--- config.mk ---
export PLATFORM = sky130hd
export DESIGN_NAME = fetch_unit
export DESIGN_NICKNAME = d
export VERILOG_FILES = /design/src/rtl/fetch_unit_pkg.sv /design/src/rtl/fetch_unit_reg_16b.sv /design/src/rtl/fetch_unit.sv
export SDC_FILE = /design/constraint.sdc
export NUM_CORES = 1
export LEC_CHECK = 0
export ABC_CLOCK_PERIOD_IN_PS = 5650
export CORE_MARGIN = 8
export CORE_UTILIZATION = 30
export DETAILED_ROUTE_END_ITERATION = 7
export PLACE_DENSITY_LB_ADDON = 0.05
export SLEW_MARGIN = 20
export SYNTH_ARGS = -nofsm -noshare
export SYNTH_HDL_FRONTEND = slang
export SYNTH_SLANG_ARGS = --single-unit
--- constraint.sdc ---
create_clock -name clk -period 5.65 [get_ports clk]
set_input_delay 0.8475 -clock clk [delete_from_list [all_inputs] [get_ports clk]]
set_output_delay 0.8475 -clock clk [all_outputs]
set_load 0.05 [all_outputs]
--- src/rtl/fetch_unit_pkg.sv ---
// Shared constants for the instruction fetch stage: FSM encoding,
// architectural instruction values and a saturating counter helper.
package fetch_unit_pkg;

    // FSM state encoding (kept as plain constants for legacy tools)
    localparam logic [1:0] ST_RUN  = 2'd0;
    localparam logic [1:0] ST_HOLD = 2'd1;
    localparam logic [1:0] ST_HALT = 2'd2;

    // Opcode field [15:11] that identifies a HALT instruction
    localparam logic [4:0]  OPC_HALT  = 5'b00000;
    // Value presented on the IF/ID instruction register after reset
    localparam logic [15:0] NOP_INSTR = 16'h0800;
    // First fetch address after reset
    localparam logic [15:0] RESET_PC  = 16'h0000;

    // Increment that sticks at all-ones instead of wrapping
    function automatic logic [15:0] sat_inc16(input logic [15:0] value);
        return (value == 16'hFFFF) ? value : value + 16'd1;
    endfunction

endpackage

--- src/rtl/fetch_unit_reg_16b.sv ---
// Generic 16-bit register with write enable and synchronous reset value.
module reg_16b #(
    parameter logic [15:0] RST_VAL = 16'h0000
) (
    input  logic        clk,
    input  logic        rst,
    input  logic        i_we,
    input  logic [15:0] i_d,
    output logic [15:0] o_q
);

    logic [15:0] r_q;

    // Reset has priority over a write in the same cycle
    always_ff @(posedge clk) begin
        // NOTE: sequential state uses non-blocking assignments so every
        // register samples pre-edge values regardless of block ordering.
        if (rst) begin
            r_q <= RST_VAL;
        end else if (i_we) begin
            r_q <= i_d;
        end
    end

    assign o_q = r_q;

endmodule

--- src/rtl/fetch_unit.sv ---
// Instruction fetch stage: drives the PC into instruction memory, registers
// returned words into the IF/ID outputs, absorbs one word in a skid buffer
// while the pipeline is stalled, and stops fetching after a HALT.
module fetch_unit
    import fetch_unit_pkg::*;
(
    input  logic        clk,
    input  logic        rst,
    input  logic        stall,
    input  logic        redirect,
    input  logic [15:0] redirect_pc,
    output logic        imem_rd,
    output logic [15:0] imem_addr,
    input  logic        imem_ready,
    input  logic [15:0] imem_data,
    output logic        if_valid,
    output logic [15:0] if_instr,
    output logic [15:0] if_pc_plus2,
    output logic        halted,
    output logic [15:0] fetch_cnt
);

    logic [1:0]  r_state;
    logic        r_if_valid;
    logic [15:0] r_fetch_cnt;
    logic        r_skid_valid;
    logic [15:0] r_skid_word;
    logic [15:0] r_skid_pc2;

    logic [15:0] w_pc;
    logic [15:0] w_pc_plus2;
    logic        w_redirect;
    logic        w_deliver_run;
    logic        w_deliver_hold;
    logic        w_deliver;
    logic        w_capture;
    logic [15:0] w_del_word;
    logic [15:0] w_del_pc2;
    logic        w_del_halt;
    logic        w_pc_we;
    logic [15:0] w_pc_d;

    // HALT state ignores redirect; rst is handled separately with top priority
    assign w_redirect     = redirect && (r_state != ST_HALT);
    assign w_pc_plus2     = w_pc + 16'd2;
    assign w_deliver_run  = (r_state == ST_RUN) && imem_ready && !stall && !w_redirect;
    assign w_capture      = (r_state == ST_RUN) && imem_ready &&  stall && !w_redirect;
    assign w_deliver_hold = (r_state == ST_HOLD) && !stall && !w_redirect;
    assign w_deliver      = w_deliver_run || w_deliver_hold;
    assign w_del_word     = w_deliver_hold ? r_skid_word : imem_data;
    assign w_del_pc2      = w_deliver_hold ? r_skid_pc2  : w_pc_plus2;
    assign w_del_halt     = (w_del_word[15:11] == OPC_HALT);

    // Next PC: redirect target, rewind onto a delivered HALT, or sequential advance
    always_comb begin
        // NOTE: defaults first so no path through this block infers a latch.
        w_pc_we = 1'b0;
        w_pc_d  = w_pc;
        if (w_redirect) begin
            w_pc_we = 1'b1;
            w_pc_d  = redirect_pc;
        end else if (w_deliver && w_del_halt) begin
            w_pc_we = 1'b1;
            w_pc_d  = w_del_pc2 - 16'd2;
        end else if (w_deliver_run || w_capture) begin
            w_pc_we = 1'b1;
            w_pc_d  = w_pc_plus2;
        end
    end

    reg_16b #(.RST_VAL(RESET_PC)) u_pc_reg (
        .clk  (clk),
        .rst  (rst),
        .i_we (w_pc_we),
        .i_d  (w_pc_d),
        .o_q  (w_pc)
    );

    reg_16b #(.RST_VAL(NOP_INSTR)) u_instr_reg (
        .clk  (clk),
        .rst  (rst),
        .i_we (w_deliver),
        .i_d  (w_del_word),
        .o_q  (if_instr)
    );

    reg_16b #(.RST_VAL(16'h0000)) u_pc2_reg (
        .clk  (clk),
        .rst  (rst),
        .i_we (w_deliver),
        .i_d  (w_del_pc2),
        .o_q  (if_pc_plus2)
    );

    // Control state: FSM, IF/ID valid, skid occupancy and delivery counter
    always_ff @(posedge clk) begin
        if (rst) begin
            r_state      <= ST_RUN;
            r_if_valid   <= 1'b0;
            r_fetch_cnt  <= 16'h0000;
            r_skid_valid <= 1'b0;
        end else if (w_redirect) begin
            r_state      <= ST_RUN;
            r_if_valid   <= 1'b0;
            r_skid_valid <= 1'b0;
        end else begin
            case (r_state)
                ST_RUN: begin
                    if (w_capture) begin
                        r_skid_valid <= 1'b1;
                        r_state      <= ST_HOLD;
                    end else if (!stall) begin
                        r_if_valid <= imem_ready;
                    end
                end
                ST_HOLD: begin
                    if (!stall) begin
                        r_skid_valid <= 1'b0;
                        r_if_valid   <= 1'b1;
                    end
                end
                default: ;
            endcase
            if (w_deliver) begin
                r_fetch_cnt <= sat_inc16(r_fetch_cnt);
                if (w_del_halt) begin
                    r_state <= ST_HALT;
                end else if (r_state == ST_HOLD) begin
                    r_state <= ST_RUN;
                end
            end
        end
    end

    // Skid payload: captured when a word arrives during a stall
    always_ff @(posedge clk) begin
        // NOTE: payload is not reset; r_skid_valid alone qualifies it.
        if (w_capture) begin
            r_skid_word <= imem_data;
            r_skid_pc2  <= w_pc_plus2;
        end
    end

    assign imem_rd   = (r_state == ST_RUN) && !rst;
    assign imem_addr = w_pc;
    assign if_valid  = r_if_valid;
    assign halted    = (r_state == ST_HALT);
    assign fetch_cnt = r_fetch_cnt;

endmodule
==> results of run 1 <==
## worst min path at each step
stage,from,end,slack (ns)
finish,u_pc2_reg.o_q[14],u_pc2_reg.o_q[14],0.46
global route,u_pc2_reg.o_q[8],u_pc2_reg.o_q[8],0.50
CTS,u_pc2_reg.o_q[14],u_pc2_reg.o_q[14],0.47
detailed placement,u_pc2_reg.o_q[14],u_pc2_reg.o_q[14],0.46
global placement,u_pc2_reg.o_q[14],u_pc2_reg.o_q[14],0.45
floorplan,u_pc_reg.o_q[0],r_skid_pc2[0],0.45
## cell families after synthesis
group / count (synthesis) / synth area share, %
AO/OA/AOI/OAI: 114 / 15.9
XOR/XNOR: 35 / 6.21
adder cells (fa/ha/maj): 3 / 0.760
buffers and inverters: 49 / 4.74
flip-flops: 99 / 46.6
multiplexers: 6 / 1.27
AND/OR/NAND/NOR: 247 / 24.5
## cell type report
class,count,area (um^2),share of cell area (%)
inverter,17,63.8,0.990
sequential,99,2300,35.7
multi-input combinational,405,2420,37.5
clock buffer,11,233,3.61
clock inverter,5,85.1,1.32
timing repair buffer,109,1070,16.6
tap,220,275,4.27
## layout by cell type, fill, tap and decap left out, drive strengths merged, types with 5 or more instances in the layout
| cell type | synthesis | routed |
|---|---|---|
| a211oi | 6 | 6 |
| a21oi | 37 | 37 |
| a311oi | 16 | 16 |
| and2 | 5 | 5 |
| and4 | 5 | 5 |
| buf | 16 | 7 |
| clkbuf | 16 | 11 |
| clkdlybuf4s50 | 0 | 102 |
| dfxtp | 67 | 67 |
| edfxtp | 32 | 32 |
| inv | 17 | 18 |
| nand2 | 83 | 83 |
| nand3 | 13 | 13 |
| nand4 | 8 | 8 |
| nor2 | 80 | 80 |
| nor3 | 15 | 15 |
| nor4 | 7 | 7 |
| o21ai | 16 | 16 |
| o221ai | 6 | 6 |
| or3 | 8 | 8 |
| xnor2 | 20 | 20 |
| xor2 | 15 | 15 |
## per-layer routing
metal / GRT usage [%] / wire length [um] / vias to the layer above
li1: - / - / 2152
met1: 20.8 / 7530 / 2094
met2: 23.6 / 6880 / 126
met3: 3.90 / 1110 / 16
met4: 4.98 / 236 / 0
met5: 0 / 0 / -
## worst max-delay path, stage by stage
cell and delay [ns]:
clkdlybuf4s50_1 0.51, or4b_4 0.84, nand2_1 0.16, o21ai_1 0.12, ha_1 0.30, nor4b_4 0.15
a31oi_2 0.32, nand2b_1 0.24, nor2_1 0.08, a31o_1 0.24, a31oi_1 0.14
## state kept, by name, summed over array words and instances, names as in the netlist
register and flops:
u_instr_reg.o_q 16, r_skid_word 16, r_skid_pc2 16, u_pc_reg.o_q 16, if_valid 1, r_state 2
u_pc2_reg.o_q 16, fetch_cnt 16
## through the flow
| step | cells | instance area (um^2) | power (mW) | setup slack [ns] |
|---|---|---|---|---|
| 6_report | 866 | 6450 | 1.75 | 1.94 |
| 2_1_floorplan | 553 | 4940 | 0.986 | 2.34 |
| 3_3_place_gp | 850 | 6130 | 1.10 | 1.70 |
| 3_5_place_dp | 850 | 6130 | 1.10 | 1.63 |
| 4_1_cts | 866 | 6450 | 1.78 | 1.98 |
| 5_1_grt | 866 | 6450 | 1.83 | 1.72 |
## report_power, final
| part | switching (mW) | total, mW | internal (mW) |
|---|---|---|---|
| Clock | 0.279 | 0.670 | 0.391 |
| Sequential | 0.0273 | 0.790 | 0.763 |
| Combinational | 0.187 | 0.292 | 0.105 |
| Total | 0.493 | 1.75 | 1.26 |
==> impl_metrics.json, run 1 <==
{
  "status": "finished, final reports clean",
  "htree_levels": 3,
  "io_pins": 104,
  "finalHoldViolCount": 0,
  "rsz0062_at_grt": "false",
  "synth_seq_cells": 99,
  "period_needed_ns": 3.71,
  "cts_tree": "done",
  "syn_nets": 593,
  "worst_pin_slew_ns": 0.802,
  "clock_skew_ns": 0.00624,
  "synth_cell_type_count": 66,
  "synth-async-reset-ratio_pct": 0,
  "synth_top_area_share_pct": 27.2,
  "synth.yosys.seq_area_share_pct": 46.6,
  "yosysMostFrequentCell": "nand2_1",
  "drt_pass1_iterations": 5,
  "crit_path_end": "u_pc_reg.o_q[15]",
  "grt_pass1_wl_mm": 24.6,
  "critPathKind": "in -> reg",
  "antenna_found_initial": 0,
  "drt_wl_total_mm": 15.8,
  "cts_buffers": 9,
  "setup_tns_ns": 0,
  "synth_ff_type": "dfxtp_1",
  "viasPerCell": 5.07,
  "start_util_pct": 30.2,
  "area_delta_synth_final_pct": 30.6,
  "crit_path_start_kind": "primary input",
  "die_w_um": 144,
  "synth.avg_cell_area_um2": 8.93,
  "synth_edf_count": 32,
  "clockBufferDepth": 2,
  "routedWlPerCell_um": 18.2,
  "clkTransAtPathRegs_ns": 0.07,
  "grt_max_degree": 64,
  "r2r-start": "r_state[0]",
  "reg2reg_to": "u_pc_reg.o_q[15]",
  "setup_violations": 0,
  "ys.warnings.count": 0,
  "die_y_um": 144,
  "layout.nets": 681,
  "drive_above_1_share_pct": 7.12,
  "clock_latency_ns": 0.35,
  "postCtsHoldBufs": 0,
  "synthCells": 553,
  "final_max_slew_viol_count": 0,
  "yosys.area.top_type": "dfxtp_1",
  "power_density_mw_per_mm2": 272,
  "fmax_mhz": 270,
  "yosys-top-cells-count": "nand2_1, nor2_1, dfxtp_1, a21oi_1, edfxtp_1",
  "final_antenna_net_count": 0,
  "critPathMaxFanout": 48,
  "grt_pass1_vias": 4297,
  "num_antenna_cells": 0,
  "hold_path.class": "reg -> reg",
  "cts_setup_buffers": 0,
  "grtUsageTotal_pct": 15.4,
  "grt-ovfl-total": 0,
  "arrival_ns": 3.99,
  "crit_path_start": "stall",
  "ff2ff_path_depth": 10,
  "placeableCoreArea_mm2": 0.0163,
  "slew_headroom_pct": 46.5,
  "drv_cap": 0,
  "peakVddDrop_v": 0.000151,
  "rows": 47,
  "vias": 4388,
  "finalCritPeriodShare_pct": 65.6,
  "port_buffers": 103,
  "dieArea_mm2": 0.0208,
  "hold_depth": 2,
  "required_ns": 5.93,
  "synthesis.area_mm2": 0.00494,
  "ctsResizeCount": 0,
  "p_leak_nw": 2.23,
  "final_util_pct": 39.4,
  "hold_ws_ns": 0.464,
  "end_kind": "register",
  "drc": 0,
  "ys_top_cells_by_area": "dfxtp_1, edfxtp_1, nand2_1, nor2_1, a21oi_1",
  "cts-root-buf": "clkbuf_16",
  "dp_hpwl_mm": 11.0,
  "fillers": 1683,
  "place_congestion": 0.864,
  "cts_sinks": 99,
  "r2r_slack_ns": 2.46,
  "drtIter0Drc": 209
}
(Power assumes the default switching activity.)
==> run 2: changes to the inputs <==
--- a/config.mk
+++ b/config.mk
@@ -5,7 +5,7 @@
 export SDC_FILE = /design/constraint.sdc
 export NUM_CORES = 1
 export LEC_CHECK = 0
-export ABC_CLOCK_PERIOD_IN_PS = 5650
+export ABC_CLOCK_PERIOD_IN_PS = 3210
 export CORE_MARGIN = 8
 export CORE_UTILIZATION = 30
 export DETAILED_ROUTE_END_ITERATION = 7
==> constraint.sdc (replaced) <==
create_clock -name clk -period 3.21 [get_ports clk]
set_input_delay 0.4815 -clock clk [delete_from_list [all_inputs] [get_ports clk]]
set_output_delay 0.4815 -clock clk [all_outputs]
set_load 0.05 [all_outputs]
==> impl_metrics.json, run 2 (synthesis gave the netlist of run 1 again) <==
{
  "fillers": 1709,
  "worst_path_largest_cell_delay_ns": 0.59,
  "clkTransAtPathRegs_ns": 0.07,
  "rows": 47,
  "num_antenna_cells": 0,
  "area_delta_synth_final_pct": 33.6,
  "final_antenna_net_count": 0,
  "critPathKind": "in -> reg",
  "place_congestion": 0.853,
  "required_ns": 3.49,
  "clock_skew_ns": 0.00424,
  "drc": 0,
  "r2r-start": "u_pc_reg.o_q[6]",
  "hold_path.class": "reg -> reg",
  "path_buf_inv": 1,
  "ctsResizeCount": 0,
  "clock_latency_ns": 0.35,
  "power_density_mw_per_mm2": 473,
  "cts_tree": "done",
  "drv_cap": 0,
  "rsz0062_at_grt": "false",
  "cp_slowest_cell": "or4b_4",
  "grtUsageTotal_pct": 15.4,
  "dpl_cell_area_mm2": 0.00627,
  "hold_depth": 2,
  "arrival_ns": 3.10,
  "finalHoldViolCount": 0,
  "cp_top_family": "simple AND/OR/NAND/NOR gates",
  "final_max_slew_viol_count": 0,
  "peakVddDrop_v": 0.000238,
  "r2r_slack_ns": 0.46,
  "setup_tns_ns": 0,
  "grt-ovfl-total": 0,
  "routedWlPerCell_um": 18.1,
  "placedCellCount": 869,
  "final_common_cell": "clkdlybuf4s50_1",
  "path_cells": "clkdlybuf4s50_1, or4b_4, nand2_1, o21ai_1, ha_1, nor4b_4, a31oi_2, nand2b_1, nor2_1, a31o_1, a31oi_1",
  "min_from": "u_pc2_reg.o_q[11]",
  "viasPerCell": 5.02,
  "cts_setup_buffers": 0,
  "start_util_pct": 30.2,
  "io_pins": 104,
  "cts_sinks": 99,
  "end_kind": "register",
  "dieArea_mm2": 0.0208,
  "hold_end": "u_pc2_reg.o_q[11]",
  "fin_cells": 885,
  "worst_pin_slew_ns": 0.755,
  "die_y_um": 144,
  "period_needed_ns": 2.82,
  "drtIter0Drc": 298,
  "slew_headroom_pct": 49.7,
  "layout.nets": 700,
  "dp_hpwl_mm": 11.5,
  "grt_pass1_wl_mm": 24.5,
  "fmax_mhz": 355,
  "finalCritPeriodShare_pct": 87.8,
  "port_buffers": 103,
  "drt_pass1_iterations": 5,
  "ff2ff_path_depth": 7,
  "mostFrequentLayoutCells": "clkdlybuf4s50_1, nand2_1, nor2_1",
  "die_w_um": 144,
  "postCtsHoldBufs": 0,
  "antenna_found_initial": 0,
  "grt_max_degree": 63,
  "critPathMaxFanout": 6,
  "placeableCoreArea_mm2": 0.0163,
  "reg2reg_to": "u_pc_reg.o_q[14]",
  "p_leak_nw": 2.33,
  "crit_path_start_kind": "primary input",
  "clockBufferDepth": 2,
  "status": "finished, final reports clean",
  "drive_above_1_share_pct": 9.92,
  "cts-root-buf": "clkbuf_16",
  "crit_path_start": "stall",
  "cts_buffers": 9,
  "grt_pass1_vias": 4377,
  "vias": 4439,
  "htree_levels": 3,
  "post-route-cell-area_mm2": 0.00660,
  "setup_violations": 0,
  "drt_wl_total_mm": 16.0
}
run 2: changes by cell type in the layout (fill, tap and decap cells not counted):
cell / previous run / this run
buf_4: 6 / 25
clkbuf_1: 2 / 1
clkinv_4: 1 / 0
clkinvlp_4: 1 / 2
inv_8: 0 / 1
run 2: per-layer routing:
metal  part of all wire (%)  routed length, um  GRT usage (%)
met1                     48               7610           21.2
met2                     44               7090           22.7
met3                    6.6               1060           3.53
met4                    1.6                263           6.13
met5                      0                  0              0
run 2: layout make-up:
type	instances	area [um^2]	area share [%]
flip-flops and latches	99	2300	34.9
inverters	17	63.8	0.967
clock inverters	6	95.1	1.44
repair buffers	128	1210	18.4
multi-input cells	405	2420	36.7
well taps	220	275	4.17
clock buffers	10	229	3.47
run 2: worst max-delay path by stage:
stage	end	slack [ns]	depth (start not counted)
6_report	u_pc_reg.o_q[15]	0.39	11
3_5_place_dp	u_pc_reg.o_q[15]	0.07	11
2_1_floorplan	u_pc_reg.o_q[13]	0.27	12
4_1_cts	u_pc_reg.o_q[15]	0.42	11
3_3_place_gp	u_pc_reg.o_q[15]	0.09	11
5_1_grt	u_pc_reg.o_q[15]	0.23	11
run 2: report_power, final:
part	leakage, nW	internal (mW)	switching [mW]
clock	0.151	0.692	0.501
combinational	1.33	0.199	0.341
sequential	0.841	1.34	0.0426
total	2.33	2.23	0.885
run 2: metrics by stage:
| stage | hold slack [ns] | utilization [%] | power, mW | setup WS (ns) |
|---|---|---|---|---|
| 4_1_cts | 0.465 | 40.4 | 3.17 | 0.423 |
| 3_3_place_gp | 0.447 | 38.4 | 1.95 | 0.0854 |
| 6_report | 0.458 | 40.4 | 3.12 | 0.393 |
| 5_1_grt | 0.485 | 40.4 | 3.25 | 0.235 |
| 3_5_place_dp | 0.451 | 38.4 | 1.95 | 0.0682 |
| 2_1_floorplan | 0.453 | - | 1.73 | 0.266 |
run 2: worst min-delay path, delay by kind of cell, from the launching register on:
| family | cells | cell delay, ns |
|---|---|---|
| AND/OR/NAND/NOR | 1 | 0.05 |
| AO/OA/AOI/OAI | 1 | 0.05 |
| flip-flops | 1 | 0.31 |
